### src/rtl/knight_uart_cmd_port.sv
// ---------------------------------------------------------------------------
// knight_uart_cmd_port
//   Knight-side end of the RemoteComm serial link. An 8N1 UART receiver feeds
//   a two-byte command assembler (high byte first) that hands 16-bit commands
//   to cmd_proc. An 8N1 transmitter returns the one-byte response.
//
// Parameters
//   BAUD_DIV     clk cycles per serial bit (>= 16, < 8192)
//   TIMEOUT_CYC  max clk cycles allowed between high and low command byte
//                (used only when KNT_BYTE_TIMEOUT_EN is defined)
//
// Configuration macro
//   KNT_BYTE_TIMEOUT_EN  when defined, a lone high byte is dropped after
//                        TIMEOUT_CYC cycles without a low byte. When undefined,
//                        no counter exists and the low byte is awaited forever.
//
// Ports
//   clk          in   system clock
//   rst          in   synchronous active-high reset
//   RX           in   serial input (asynchronous, idles high)
//   TX           out  serial output (idles high)
//   cmd          out  last assembled command {hi,lo}
//   cmd_rdy      out  level, a new command is valid
//   clr_cmd_rdy  in   consumer acknowledge, clears cmd_rdy
//   resp         in   response byte to transmit
//   trmt         in   one-cycle strobe, start transmitting resp
//   tx_done      out  one-cycle pulse after the stop bit of resp
//   frm_err      out  one-cycle pulse when a received stop bit reads 0
// ---------------------------------------------------------------------------
module knight_uart_cmd_port #(
    parameter int BAUD_DIV    = 2604,
    parameter int TIMEOUT_CYC = 1_000_000
) (
    input  logic        clk,
    input  logic        rst,
    input  logic        RX,
    output logic        TX,
    output logic [15:0] cmd,
    output logic        cmd_rdy,
    input  logic        clr_cmd_rdy,
    input  logic [7:0]  resp,
    input  logic        trmt,
    output logic        tx_done,
    output logic        frm_err
);

    localparam int              CNT_W     = 13;
    localparam logic [CNT_W-1:0] BAUD_LAST = CNT_W'(BAUD_DIV - 1);
    localparam logic [CNT_W-1:0] HALF_LAST = CNT_W'(BAUD_DIV / 2 - 1);

    // -----------------------------------------------------------------------
    // RX synchroniser; the third flop remembers the previous synchronised
    // level so a start bit is recognised only on a genuine 1->0 transition.
    // -----------------------------------------------------------------------
    logic rx_s1_q, rx_s2_q, rx_s3_q;
    logic rx_fall;

    always_ff @(posedge clk) begin
        if (rst) begin
            rx_s1_q <= 1'b1;
            rx_s2_q <= 1'b1;
            rx_s3_q <= 1'b1;
        end else begin
            rx_s1_q <= RX;
            rx_s2_q <= rx_s1_q;
            rx_s3_q <= rx_s2_q;
        end
    end

    assign rx_fall = rx_s3_q & ~rx_s2_q;

    // -----------------------------------------------------------------------
    // RX bit FSM
    // -----------------------------------------------------------------------
    typedef enum logic [1:0] {RX_IDLE, RX_START, RX_DATA, RX_STOP} rx_state_t;

    rx_state_t        rx_state_q, rx_state_d;
    logic [CNT_W-1:0] rx_cnt_q, rx_cnt_d;
    logic [3:0]       rx_bit_q, rx_bit_d;
    logic [7:0]       rx_sh_q, rx_sh_d;
    logic             rx_rdy;
    logic             frm_err_q, frm_err_d;

    always_comb begin
        rx_state_d = rx_state_q;
        rx_cnt_d   = rx_cnt_q;
        rx_bit_d   = rx_bit_q;
        rx_sh_d    = rx_sh_q;
        rx_rdy     = 1'b0;
        frm_err_d  = 1'b0;
        case (rx_state_q)
            RX_IDLE: begin
                if (rx_fall) begin
                    rx_state_d = RX_START;
                    rx_cnt_d   = '0;
                end
            end
            RX_START: begin
                if (rx_cnt_q == HALF_LAST) begin
                    // Line back high at mid start bit: treat as a glitch.
                    if (rx_s2_q) begin
                        rx_state_d = RX_IDLE;
                    end else begin
                        rx_state_d = RX_DATA;
                        rx_cnt_d   = '0;
                        rx_bit_d   = '0;
                    end
                end else begin
                    rx_cnt_d = rx_cnt_q + 1'b1;
                end
            end
            RX_DATA: begin
                if (rx_cnt_q == BAUD_LAST) begin
                    rx_sh_d  = {rx_s2_q, rx_sh_q[7:1]};
                    rx_cnt_d = '0;
                    rx_bit_d = rx_bit_q + 1'b1;
                    if (rx_bit_q == 4'd7) begin
                        rx_state_d = RX_STOP;
                    end
                end else begin
                    rx_cnt_d = rx_cnt_q + 1'b1;
                end
            end
            RX_STOP: begin
                if (rx_cnt_q == BAUD_LAST) begin
                    rx_state_d = RX_IDLE;
                    rx_rdy     = rx_s2_q;
                    frm_err_d  = ~rx_s2_q;
                end else begin
                    rx_cnt_d = rx_cnt_q + 1'b1;
                end
            end
            default: rx_state_d = RX_IDLE;
        endcase
    end

    always_ff @(posedge clk) begin
        if (rst) begin
            rx_state_q <= RX_IDLE;
            rx_cnt_q   <= '0;
            rx_bit_q   <= '0;
            frm_err_q  <= 1'b0;
        end else begin
            rx_state_q <= rx_state_d;
            rx_cnt_q   <= rx_cnt_d;
            rx_bit_q   <= rx_bit_d;
            frm_err_q  <= frm_err_d;
        end
    end

    always_ff @(posedge clk) begin
        rx_sh_q <= rx_sh_d;
    end

    // -----------------------------------------------------------------------
    // Command assembly
    // -----------------------------------------------------------------------
    typedef enum logic {WAIT_HI, WAIT_LO} asm_state_t;

    asm_state_t  asm_q, asm_d;
    logic [7:0]  hi_q, hi_d;
    logic [15:0] cmd_q, cmd_d;
    logic        cmd_rdy_q, cmd_rdy_d;

`ifdef KNT_BYTE_TIMEOUT_EN
    localparam int            TO_W    = $clog2(TIMEOUT_CYC + 1);
    localparam logic [TO_W-1:0] TO_LAST = TO_W'(TIMEOUT_CYC);

    logic [TO_W-1:0] to_cnt_q, to_cnt_d;

    // Runs only while a high byte is pending; any valid byte restarts it.
    always_comb begin
        to_cnt_d = '0;
        if (asm_q == WAIT_LO && !rx_rdy) begin
            to_cnt_d = to_cnt_q + 1'b1;
        end
    end

    always_ff @(posedge clk) begin
        if (rst) begin
            to_cnt_q <= '0;
        end else begin
            to_cnt_q <= to_cnt_d;
        end
    end
`endif

    always_comb begin
        asm_d     = asm_q;
        hi_d      = hi_q;
        cmd_d     = cmd_q;
        cmd_rdy_d = cmd_rdy_q;
        if (clr_cmd_rdy) begin
            cmd_rdy_d = 1'b0;
        end
        // Byte handling comes after the acknowledge so a set overrides it.
        case (asm_q)
            WAIT_HI: begin
                if (rx_rdy) begin
                    hi_d      = rx_sh_q;
                    asm_d     = WAIT_LO;
                    cmd_rdy_d = 1'b0;
                end
            end
            WAIT_LO: begin
                if (rx_rdy) begin
                    cmd_d     = {hi_q, rx_sh_q};
                    cmd_rdy_d = 1'b1;
                    asm_d     = WAIT_HI;
                end
`ifdef KNT_BYTE_TIMEOUT_EN
                else if (to_cnt_q == TO_LAST) begin
                    asm_d = WAIT_HI;
                end
`endif
            end
            default: asm_d = WAIT_HI;
        endcase
    end

    always_ff @(posedge clk) begin
        if (rst) begin
            asm_q     <= WAIT_HI;
            cmd_q     <= '0;
            cmd_rdy_q <= 1'b0;
        end else begin
            asm_q     <= asm_d;
            cmd_q     <= cmd_d;
            cmd_rdy_q <= cmd_rdy_d;
        end
    end

    always_ff @(posedge clk) begin
        hi_q <= hi_d;
    end

    // -----------------------------------------------------------------------
    // TX FSM; the frame {stop, data, start} is shifted out LSB first and the
    // line level is registered from the next-state values to avoid glitches.
    // -----------------------------------------------------------------------
    typedef enum logic {TX_IDLE, TX_XMIT} tx_state_t;

    tx_state_t        tx_state_q, tx_state_d;
    logic [CNT_W-1:0] tx_cnt_q, tx_cnt_d;
    logic [3:0]       tx_bit_q, tx_bit_d;
    logic [9:0]       tx_sh_q, tx_sh_d;
    logic             tx_q, tx_d;
    logic             tx_done_q, tx_done_d;

    always_comb begin
        tx_state_d = tx_state_q;
        tx_cnt_d   = tx_cnt_q;
        tx_bit_d   = tx_bit_q;
        tx_sh_d    = tx_sh_q;
        tx_done_d  = 1'b0;
        case (tx_state_q)
            TX_IDLE: begin
                if (trmt) begin
                    tx_sh_d    = {1'b1, resp, 1'b0};
                    tx_cnt_d   = '0;
                    tx_bit_d   = '0;
                    tx_state_d = TX_XMIT;
                end
            end
            TX_XMIT: begin
                if (tx_cnt_q == BAUD_LAST) begin
                    tx_cnt_d = '0;
                    tx_sh_d  = {1'b1, tx_sh_q[9:1]};
                    if (tx_bit_q == 4'd9) begin
                        tx_state_d = TX_IDLE;
                        tx_done_d  = 1'b1;
                    end else begin
                        tx_bit_d = tx_bit_q + 1'b1;
                    end
                end else begin
                    tx_cnt_d = tx_cnt_q + 1'b1;
                end
            end
            default: tx_state_d = TX_IDLE;
        endcase
        tx_d = (tx_state_d == TX_XMIT) ? tx_sh_d[0] : 1'b1;
    end

    always_ff @(posedge clk) begin
        if (rst) begin
            tx_state_q <= TX_IDLE;
            tx_cnt_q   <= '0;
            tx_bit_q   <= '0;
            tx_q       <= 1'b1;
            tx_done_q  <= 1'b0;
        end else begin
            tx_state_q <= tx_state_d;
            tx_cnt_q   <= tx_cnt_d;
            tx_bit_q   <= tx_bit_d;
            tx_q       <= tx_d;
            tx_done_q  <= tx_done_d;
        end
    end

    always_ff @(posedge clk) begin
        tx_sh_q <= tx_sh_d;
    end

    assign TX      = tx_q;
    assign tx_done = tx_done_q;
    assign frm_err = frm_err_q;
    assign cmd     = cmd_q;
    assign cmd_rdy = cmd_rdy_q;

endmodule
### config.mk
export PLATFORM = sky130hd
export DESIGN_NAME = knight_uart_cmd_port
export DESIGN_NICKNAME = d
export VERILOG_FILES = /design/src/rtl/knight_uart_cmd_port.sv
export SDC_FILE = /design/constraint.sdc
export NUM_CORES = 1
export LEC_CHECK = 0
export BUFFER_PORTS_ARGS = -buffer_cell sky130_fd_sc_hd__buf_4
export CORE_MARGIN = 4
export CORE_UTILIZATION = 55
export DETAILED_ROUTE_END_ITERATION = 8
export MAX_ROUTING_LAYER = met4
export PLACE_DENSITY = 0.78
export RECOVER_POWER = 25
export SYNTH_ARGS = -nofsm -noshare
export SYNTH_HDL_FRONTEND = slang
export SYNTH_SLANG_ARGS = --single-unit
### constraint.sdc
create_clock -name clk -period 3 [get_ports clk]
set_input_delay 0.45 -clock clk [delete_from_list [all_inputs] [get_ports clk]]
set_output_delay 0.45 -clock clk [all_outputs]
set_load 0.005 [all_outputs]
Yosys cells after proc, flatten, opt, wreduce, memory -nomap -nowiden:

Cells that the tools add are included.

* $add $sub $neg: 4
* equality and inequality tests: 19
* multiplexer cells: 41
* bitwise logic cells: 8
* reductions and logical operators: 13

Operators by type and width (count)
* $mux 13: 7
* $pmux 13 s4: 1
* $add 13x1->13 const B: 2
* $eq 13x12->1 const B: 2
* $pmux 13 s2: 1
* $mux 4: 6
* $mux 10: 2
* $pmux 10 s2: 1
* $ne 2x2->1 const B: 9
* $pmux 4 s2: 2
* $eq 13x11->1 const B: 1
* $mux 2: 6
* $mux 1: 11
* $add 4x1->4 const B: 2
* $pmux 2 s4: 1
* $reduce_and 2->1: 4
* $not 1->1: 7
* $pmux 1 s2: 3
* $reduce_and 3->1: 2
* $reduce_or 3->1: 2
* $reduce_and 5->1: 1
* $eq 2x2->1 const B: 2
* $eq 4x3->1 const B: 1
* $eq 4x4->1 const B: 1
* other kinds (8): 8

* bits in registers: 87
* output and inout bits: 20
* logic and storage cells: 104

Depth between registers and ports, before layout:

Gate-level depths: netlist (run 1).

* word-level depth: 6
* mapped depth: 9
* gate-level depth less buffers: 7

Worst setup path before layout (run 1):

Ideal clock, no wire load.

* path type: flip-flop to flip-flop
* start point: register rx_cnt_q[6]
* end point: register cmd_q[0] (netlist: cmd[0])
* setup time: 128 ps
* arrival: 2263 ps
* setup slack: 610 ps
* cell stages (with the launch flop): 10
* path through: dfxtp_1 nor3_1 nand4_1 nor2_1 and2_1 ha_1 clkbuf_1 buf_2 mux2i_1 nor2_1

* word-level cells in the longest chain between the ends: 4

RTL lines
* start, declared: RTL line 78 `logic [CNT_W-1:0] rx_cnt_q, rx_cnt_d;`
* start signal, assigned: RTL line 145 `rx_cnt_q <= rx_cnt_d;`
* $eq 13x12->1: RTL line 125 `if (rx_cnt_q == BAUD_LAST) begin`
* $mux 1: RTL line 125
* $mux 1: RTL line 91 `case (rx_state_q)`
* $reduce_and 2->1 (no source line)
* end signal, assigned: RTL line 228 `cmd_q <= cmd_d;`
* end, declared: RTL line 162 `logic [15:0] cmd_q, cmd_d;`

Every way passes these cells.
A chain may end at the register's enable or synchronous reset.

==> results of run 1 <==
==> cells by family (layout without fill, tap and decap cells) <==
group                    after synthesis  after routing  share of synthesized area
AO/OA/AOI/OAI                         68             68                      0.120
buffers and inverters                 23             57                     0.0319
flip-flops                            87             87                      0.524
AND/OR/NAND/NOR                      150            150                      0.230
multiplexers                          17             17                     0.0448
XOR/XNOR                              10             10                     0.0231
adder cells (fa/ha/maj)                8              8                     0.0263
==> synthesized netlist by cell type (all sizes together) (4+ instances only) <==
| cell type | n |
|---|---|
| a21oi | 23 |
| a22o | 8 |
| a311oi | 6 |
| and3 | 7 |
| and4bb | 4 |
| buf | 8 |
| clkbuf | 9 |
| dfxtp | 62 |
| edfxtp | 25 |
| ha | 8 |
| inv | 6 |
| mux2i | 17 |
| nand2 | 19 |
| nand2b | 6 |
| nand3 | 15 |
| nand4 | 6 |
| nand4b | 4 |
| nor2 | 38 |
| nor3 | 16 |
| o21ai | 14 |
| or2 | 6 |
| or3 | 8 |
| xnor2 | 8 |
==> through the flow <==
stage / setup slack, ns / total power (W) / hold slack (ns) / utilization
after floorplan: 0.610 / 0.00132 / 0.389 / -
after global placement: 0.808 / 0.00134 / 0.394 / 0.601
after detailed placement: 0.659 / 0.00135 / 0.396 / 0.601
after CTS: 0.644 / 0.00211 / 0.269 / 0.630
after global routing: 0.239 / 0.00219 / 0.266 / 0.629
final: 0.498 / 0.00209 / 0.275 / 0.629
==> worst register-to-register path: cells and delay by family (launching register included) <==
family        cells  cell delay, ns
buf+inv           1            0.27
simple gates      5            1.16
flops             1            0.37
mux               1            0.26
fa+ha+maj         1            0.14
==> state kept, by name (all words and copies together), names as in the netlist, named ones only <==
| name | flops |
|---|---|
| cmd | 16 |
| tx_sh_q | 10 |
| cmd_rdy | 1 |
| rx_sh_q | 8 |
| rx_cnt_q | 13 |
| rx_bit_q | 4 |
| rx_s2_q | 1 |
| tx_state_q | 1 |
| frm_err | 1 |
| rx_state_q | 1 |
| tx_cnt_q | 13 |
| hi_q | 8 |
| tx_bit_q | 4 |
| rx_s3_q | 1 |
| rx_s1_q | 1 |
| asm_q | 1 |
| TX | 1 |
| tx_done | 1 |
==> cell type report <==
type	instances	area, um^2	area share
Inverter	6	22.5	0.00530
Clock inverter	5	38.8	0.00913
Multi-Input combinational cell	253	1690	0.397
Timing Repair Buffer	35	259	0.0609
Tap cell	80	100	0.0236
Sequential cell	87	1990	0.469
Clock buffer	11	151	0.0356
==> layer usage <==
layer | GRT usage | up-vias | share of wire
met5 | - | - | 0
met3 | 0.0447 | 9 | 0.036
met4 | 0.0641 | 0 | 0.014
met1 | 0.238 | 1306 | 0.49
met2 | 0.271 | 50 | 0.46
li1 | - | 1395 | -
==> power by group <==
| part | internal [W] | leakage (nW) | switching (W) |
|---|---|---|---|
| combinational | 0.0000353 | 0.615 | 0.0000540 |
| clock | 0.000354 | 0.0967 | 0.000422 |
| sequential | 0.00122 | 0.733 | 0.0000111 |
==> worst paths after layout <==
path                                               start                       end  cells after the start  slack, ns
worst max-delay path                                 rst  rx_cnt_q[5]$_SDFFE_PP0P_                      4       0.50
worst min-delay path                                  RX        rx_s1_q$_SDFF_PP1_                      2       0.28
worst max register to register  rx_cnt_q[6]$_SDFFE_PP0P_       cmd[7]$_SDFFE_PP0P_                      8       0.62
worst min register to register        rx_s1_q$_SDFF_PP1_        rx_s2_q$_SDFF_PP1_                      1       0.42
==> metrics.md, run 1 <==
| Metric | Value |
|---|---|
| Final non-filler cell total | 477 |
| FP Rows | 30 |
| Clock sinks | 87 |
| Max VDD drop | 223 uV |
| Worst skew pair latency | 0.35 ns |
| Slew @ Worst Pin | 1.91 ns |
| Hold Crit Class | in -> reg |
| Layout area overhead | 11.9% |
| CTS root buf | clkbuf_8 |
| Share of the yosys chip area belonging to registers | 0.524 |
| Commonest non-fill, non-tap cell in the layout | dfxtp_1 |
| Global-route wire length before repair | 12.0 mm |
| Full die area | 8300 um^2 |
| WP buf/inv | 2 |
| Setup Crit Path Kind | in -> reg |
| Number of routed nets with antenna violations | 0 |
| Most frequent cells in the layout | dfxtp_1 (62), nor2_1 (38), edfxtp_1 (25), buf_4 (20) |
| Outcome | finished with violations |
| Vias | 2760 |
| Placer Congestion | 0.794 |
| Via/cell ratio | slightly below 6 |
| Max Freq | 400 MHz |
| CP Cell Sequence | clkbuf_1 > inv_1 > o211ai_2 > nor2_1 |
| Syn_area_per_cell | 10.5 um^2 |
| Pre-Repair DR Iteration Count | 4 |
| CP endpoint kind | flop |
| CTS H-tree depth | 3 |
| CTS Buffer Depth | 2 |
| Post-route cell area | 4250 um^2 |
| Synth cell types | 59 |
| Hold buffers post-CTS | 0 |
| Final Cycle Share | 0.834 |
| WP data required | around 3.2 ns |
| Largest area contributor in the netlist | dfxtp_1 |
| Top-area cell type share of the netlist area | 0.327 |
| Filler cells | 532 |
| Worst-path fanout max | 44 |
| Final setup viols | 0 |
| Post-CTS Resized | 0 |
| Die Width | 91.1 um |
| GRT Total Usage | 0.180 |
| Core Box Area | between 6000 and 7000 um^2 |
| Crit path launch type | input port |
| Syn Inst Count | 363 |
| DIE HEIGHT | 91.1 um |
| Critical Path AT | 2.72 ns |
| Ranking of synthesized cells by area | dfxtp_1 (33%), edfxtp_1 (20%), mux2i_1 (4.5%) |
| DR iter-0 viols | 160 |
| Largest delay share family, worst path | buffers and inverters |
| Largest net degree at the start of global routing | 45 |
| Final nets | 413 |
| DP Wirelength | 4.74 mm |
| RSZ-0062 raised after global routing | false |
| Synth Cell Area | roughly 3800 um^2 |
| Fin Clk Skew | 0.00927 ns |
| Routed len/inst | 14.5 um |
| Synth Net Count | about 380 |
| Max_slew headroom | -0.273 |
| Setup TNS | 0 ns |
| Seq cells post-synth | 87 |
| Max-slew violation count | 45 |
| DRC | 0 |
| Slowest Stage Delay on Critical Path | about 1.4 ns |
| Min Clock Period, post-route | 2.50 ns |
| TritonCTS clock tree | done |
| Violated checks | capacitance limit, slew limit |
| Post-synth ARST share | 0 |
| Final hold vios | 0 |
| Placement Cell Area | just over 4000 um^2 |
| I/O pin total | 33 |
| Leak | 1.45 nW |
| Number of synthesized flops with an enable pin | 25 |
| Diodes inserted | 0 |
| Slowest-stage cell, CP | clkbuf_1 |
| Cells after DPL | 461 |
| Post-CTS Setup Bufs | 0 |
| Max-cap violations | 1 |
| Clock Pin Slew Worst Setup and Hold Paths | 0.09 ns |
| Gr ovfl total | 0 |
| Ys Warns | 0 |
| Vias in the first global route | 2574 |
| Starting Density | 0.562 |
| I/O Buffers | 32 |
| PwrDens | 493 nW/um^2 |
| Total wire length | 6.91 mm |
| Initial antenna violation count | 0 |
| Share of layout cells above drive strength 1 | 0.186 |
| Primary FF master, synth | dfxtp_1 |
| Inserted Clock Buffers | 9 |
(Power assumes the default switching activity.)
==> run 2, diff against run 1 <==
Settings changed: CORE_UTILIZATION 55 to 53, PLACE_DENSITY 0.78 to 0.79.
Clock period 3 ns to 2 ns, I/O delays scaled along.
==> metrics.md, run 2 (same netlist as run 1, synthesis figures left out) <==
| Metric | Value |
|---|---|
| Outcome | finished, final reports clean |
| Most frequent cells in the layout | dfxtp_1 (60), nor2_1 (37), buf_4 (33), edfxtp_1 (25) |
| Placer Congestion | 0.866 |
| Post-route cell area | 4470 um^2 |
| Commonest non-fill, non-tap cell in the layout | dfxtp_1 |
| Max reg flops | 16 |
| Vias in the first global route | 2775 |
| CTS root buf | clkbuf_8 |
| Hold Crit Start | RX |
| Leak | 1.54 nW |
| Min Clock Period, post-route | ~1.9 ns |
| CTS Buffer Depth | 2 |
| I/O Buffers | 32 |
| DIE HEIGHT | 92.7 um |
| Pint | 0.00250 W |
| Setup Crit Path Kind | reg -> reg |
| Via/cell ratio | between 5 and 6 |
| Fin Clk Skew | 0.0112 ns |
| WP data required | between 2 and 2.5 ns |
| Routed len/inst | 14.6 um |
| Hold Crit Class | in -> reg |
| Diodes inserted | 0 |
| Clock sinks | 87 |
| CP Launch Point | rx_cnt_q[8]$_SDFFE_PP0P_ |
| Vias | 2868 |
| WP buf/inv | 1 |
| Global-route wire length before repair | 12.6 mm |
| Final non-filler cell total | 509 |
| I/O pin total | 33 |
| Core Box Area | 6870 um^2 |
| Hold buffers post-CTS | 0 |
| Final Power | 0.00320 W |
| Slowest Stage Delay on Critical Path | ~0.36 ns |
| Slew @ Worst Pin | 0.961 ns |
| Number of routed nets with antenna violations | 0 |
| Die Width | between 90 and 100 um |
| PwrDens | 717 nW/um^2 |
| Switching power total | 0.000701 W |
| Pre-Repair DR Iteration Count | 4 |
| Placement Cell Area | about 4200 um^2 |
| Initial antenna violation count | 0 |
| Critical Path AT | 2.14 ns |
| Fraction of power spent switching nets | 0.219 |
| GRT Total Usage | 0.188 |
| CP Cell Sequence | and4bb_2 > nand4_1 > nor2_2 > and2_4 > ha_4 > clkbuf_16 > mux2i_1 > nor2_1 |
| Total wire length | between 7 and 8 mm |
| Full die area | 8590 um^2 |
| Final nets | 429 |
| Final core occ | 0.650 |
| FP Rows | 30 |
| Clock Pin Slew Worst Setup and Hold Paths | 0.09 ns |
| Max_slew headroom | 0.359 |
| Gr ovfl total | 0 |
| Inserted Clock Buffers | 9 |
| Cells after DPL | ~490 |
| CTS H-tree depth | 3 |
| Max-slew violation count | 0 |
| Share of layout cells above drive strength 1 | 0.232 |
| CP endpoint kind | flop |
| Final hold vios | 0 |
| Combinational Power Share | 0.046 |
| Max VDD drop | 327 uV |
| DRC | 0 |
| Largest net degree at the start of global routing | 25 |
| Final setup viols | 0 |
| Max-cap violations | 0 |
| Worst skew pair latency | about 0.35 ns |
| DP Wirelength | 5.08 mm |
| Starting Density | 0.553 |
| Final Cycle Share | 0.951 |
| Clk pwr share | 0.379 |
| Slowest-stage cell, CP | dfxtp_1 |
| Crit path launch type | flop |
| Largest delay share family, worst path | simple AND/OR/NAND/NOR gates |
| TritonCTS clock tree | done |
| Worst-path fanout max | 8 |
| Layout area overhead | 17.6% |
| R2r startpoint | rx_cnt_q[8]$_SDFFE_PP0P_ |
| Flop pwr share | 0.575 |
| DR iter-0 viols | 138 |
| Max Freq | 526 MHz |
run 2: metrics by stage:
step	setup WS (ns)	setup TNS [ns]	hold WS [ns]
after detailed placement	0.0411	0	0.397
after CTS	0.0273	0	0.117
after global placement	0.139	0	0.396
after global routing	-0.0153	-0.0153	0.124
final	0.0979	0	0.136
after floorplan	0.0332	0	0.389
run 2: final timing paths:
check                              end  slack [ns]  depth (start not counted)
setup / recovery  cmd[11]$_SDFFE_PP0P_         0.1                          8
hold / removal      rx_s1_q$_SDFF_PP1_        0.14                          2
hold reg to reg     rx_s2_q$_SDFF_PP1_        0.41                          1
setup reg to reg  cmd[11]$_SDFFE_PP0P_         0.1                          8
run 2: routing by layer:
metal / part of all wire / vias to the layer above / track usage
met4: 0.013 / 0 / 0.0696
met3: 0.046 / 7 / 0.0471
li1: - / 1429 / -
met1: 0.46 / 1369 / 0.232
met5: 0 / - / -
met2: 0.48 / 63 / 0.300
run 2: final cells by class:
class	count	area, um^2
fill	536	2400
sequential	87	1990
multi-input combinational	253	1710
timing repair buffer	51	422
clock buffer	11	141
tap	96	120
clock inverter	5	55.1
inverter	6	22.5
run 2: worst register-to-register path: stages, from the launching register on:
cell and delay, ns:
dfxtp_1 0.36, and4bb_2 0.35, nand4_1 0.16, nor2_2 0.14
and2_4 0.17, ha_4 0.16, clkbuf_16 0.16, mux2i_1 0.23
nor2_1 0.05
run 2: power groups by stage:
stage / sequential, W / combinational, W / clock, W
floorplan: 0.00188 / 0.000101 / 0
global placement: 0.00188 / 0.000142 / 0
detailed placement: 0.00188 / 0.000146 / 0
CTS: 0.00184 / 0.000147 / 0.00124
global route: 0.00185 / 0.000162 / 0.00133
finish: 0.00184 / 0.000146 / 0.00121
run 2: timing repair:
item                                    in CTS  in global routing
setup buffers                                0                  1
resized for setup                            0                  8
endpoints found under the setup margin       0                 28
==> run 3, diff against run 2 <==
Settings changed: ABC_AREA set to 1, CORE_UTILIZATION 53 to 54, PLACE_DENSITY 0.79 to 0.8.
==> metrics.md, run 3 <==
| Metric | Value |
|---|---|
| Leak | just under 2 nW |
| WP data required | between 2 and 2.5 ns |
| Full die area | 8910 um^2 |
| Seq cells post-synth | 87 |
| FP Rows | 31 |
| Post-synth top cells | nand2_1 (116), nor2_1 (77), dfxtp_1 (62) |
| Cells after DPL | about 650 |
| Post-synth ARST share | 0 |
| Max reg flops | 16 |
| Routed len/inst | 13.3 um |
| I/O Buffers | 32 |
| TritonCTS clock tree | done |
| Hold Crit Class | in -> reg |
| DR iter-0 viols | 220 |
| Placer Congestion | around 0.90 |
| Post-route cell area | approximately 4700 um^2 |
| Initial antenna violation count | 0 |
| Multi-input logic area | 1840 um^2 |
| Top-area cell type share of the netlist area | 0.308 |
| Final Cycle Share | 0.912 |
| Via/cell ratio | 5.28 |
| Commonest non-fill, non-tap cell in the layout | nand2_1 |
| Critical Path AT | 1.85 ns |
| Final setup viols | 0 |
| Final nets | between 500 and 600 |
| Final non-filler cell total | 667 |
| Total area of sequential cells | 1990 um^2 |
| Total wire length | 8.87 mm |
| Filler cells | 623 |
| Crit path launch type | flop |
| Largest net degree at the start of global routing | 33 |
| Vias in the first global route | 3339 |
| Max Freq | 548 MHz |
| GRT Total Usage | 0.221 |
| Layout area overhead | 16.7% |
| Max_slew headroom | 0.565 |
| Synth Cell Area | 4030 um^2 |
| Final hold vios | 0 |
| Clock Pin Slew Worst Setup and Hold Paths | 0.09 ns |
| CTS H-tree depth | 3 |
| Inserted Clock Buffers | 9 |
| Core Box Area | 7250 um^2 |
| Global-route wire length before repair | 15.2 mm |
| CTS Buffer Depth | 2 |
| Number of synthesized flops with an enable pin | 25 |
| Largest area contributor in the netlist | dfxtp_1 |
| Max-cap violations | 0 |
| Clock sinks | 87 |
| CP Cell Sequence | ha_1 > nand2_1 > nor2_4 > nand3_4 > nor2_4 > ha_1 |
| Most frequent cells in the layout | nand2_1 (116), nor2_1 (75), dfxtp_1 (61), nand3_1 (56) |
| Slowest-stage cell, CP | ha_1 |
| Vias | 3524 |
| Min Clock Period, post-route | 1.82 ns |
| Number of routed nets with antenna violations | 0 |
| CP Launch Point | rx_cnt_q[1]$_SDFFE_PP0P_ |
| Ys Warns | 0 |
| Ranking of synthesized cells by area | dfxtp_1 (31%), edfxtp_1 (19%), nand2_1 (11%) |
| Worst skew pair latency | about 0.36 ns |
| Syn Inst Count | 515 |
| Gr ovfl total | 0 |
| Hold Crit Start | RX |
| Fin Clk Skew | 0.0100 ns |
| R2r startpoint | rx_cnt_q[1]$_SDFFE_PP0P_ |
| CP endpoint kind | flop |
| Max VDD drop | 437 uV |
| Syn_area_per_cell | 7.82 um^2 |
| Starting Density | 0.555 |
| Diodes inserted | 0 |
| DIE HEIGHT | 94.4 um |
| Slowest Stage Delay on Critical Path | slightly above 0.4 ns |
| Slew @ Worst Pin | 0.651 ns |
| CTS root buf | clkbuf_8 |
| Outcome | finished, final reports clean |
| DRC | 0 |
| Synth Net Count | approximately 540 |
| DP Wirelength | between 6 and 7 mm |
| Setup Crit Path Kind | reg -> reg |
| I/O pin total | 33 |
| PwrDens | 712 nW/um^2 |
| Count leader, synth | nand2_1 |
| Synth cell types | 38 |
| Pre-Repair DR Iteration Count | 4 |
| Setup TNS | 0 ns |
| Placement Cell Area | about 4500 um^2 |
| Die Width | 94.4 um |
| Share of the yosys chip area belonging to registers | 0.494 |
| Share of layout cells above drive strength 1 | 0.165 |
| Max-slew violation count | 0 |
| Worst-path fanout max | 8 |
| Primary FF master, synth | dfxtp_1 |
==> run 3: changes by cell type after synthesis, moves of 12 or more <==
cell / before / now
nand3_1: 14 / 56
nand2_1: 19 / 116
mux2i_1: 17 / 0
nor2_1: 38 / 77
nor3_1: 15 / 3
o21ai_0: 9 / 30
inv_1: 6 / 38
==> run 3: final timing paths <==
| path | to | slack [ns] | depth (start not counted) |
|---|---|---|---|
| worst max-delay path | hi_q[3]$_DFFE_PP_ | 0.18 | 6 |
| worst min-delay path | rx_s1_q$_SDFF_PP1_ | 0.13 | 2 |
| worst max register to register | hi_q[3]$_DFFE_PP_ | 0.18 | 6 |
| worst min register to register | rx_s2_q$_SDFF_PP1_ | 0.42 | 1 |
==> run 3: cells by family after synthesis <==
family	Yosys count	synth area share
simple gates	286	0.316
flops	87	0.494
compound gates	71	0.0969
buf+inv	58	0.0571
fa+ha+maj	8	0.0248
xor+xnor	5	0.0109
==> run 3: layout make-up <==
cell class                      count  share of cell area
Sequential cell                    87               0.424
Multi-Input combinational cell    370               0.392
Timing Repair Buffer               51              0.0806
Inverter                           44              0.0359
Clock buffer                       10              0.0271
Tap cell                           99              0.0264
Clock inverter                      6              0.0144
==> run 3: power by group <==
part           switching (W)  internal, W  total [W]  leakage (nW)
Sequential         0.0000186      0.00184    0.00186         0.736
Clock               0.000644     0.000590    0.00123         0.101
Combinational       0.000175    0.0000819   0.000257          1.09
Total               0.000838      0.00251    0.00335          1.93
==> run 3: metrics by stage <==
step                total power (W)   util  worst slack, ns  hold slack [ns]
floorplan                   0.00208      -           0.0242            0.389
global placement            0.00214  0.614            0.115            0.400
detailed placement          0.00215  0.614          -0.0156            0.406
CTS                         0.00337  0.644           0.0810            0.118
global route                0.00351  0.648          -0.0181            0.125
finish                      0.00335  0.648            0.176            0.126
==> run 3: repair_timing <==
item / 4_1_cts / 5_1_grt
pin swaps: 0 / 1
setup endpoints to repair: 5 / 26
buffers inserted: 3 / 0
resized for setup: 2 / 7
hold buffers: 0 / 0
==> run 3: critical path, delay by kind of cell, from the launching register on <==
kind,cells,cell delay (ns)
fa+ha+maj,2,0.61
simple gates,4,0.48
flops,1,0.39
==> run 3: layer usage <==
layer | up-vias | GRT usage | wire length, um | part of all wire
met2 | 70 | 0.358 | 4410 | 0.50
li1 | 1800 | - | - | -
met5 | - | - | 0 | 0
met3 | 13 | 0.0335 | 320 | 0.036
met1 | 1641 | 0.279 | 4000 | 0.45
met4 | 0 | 0.0854 | 146 | 0.016
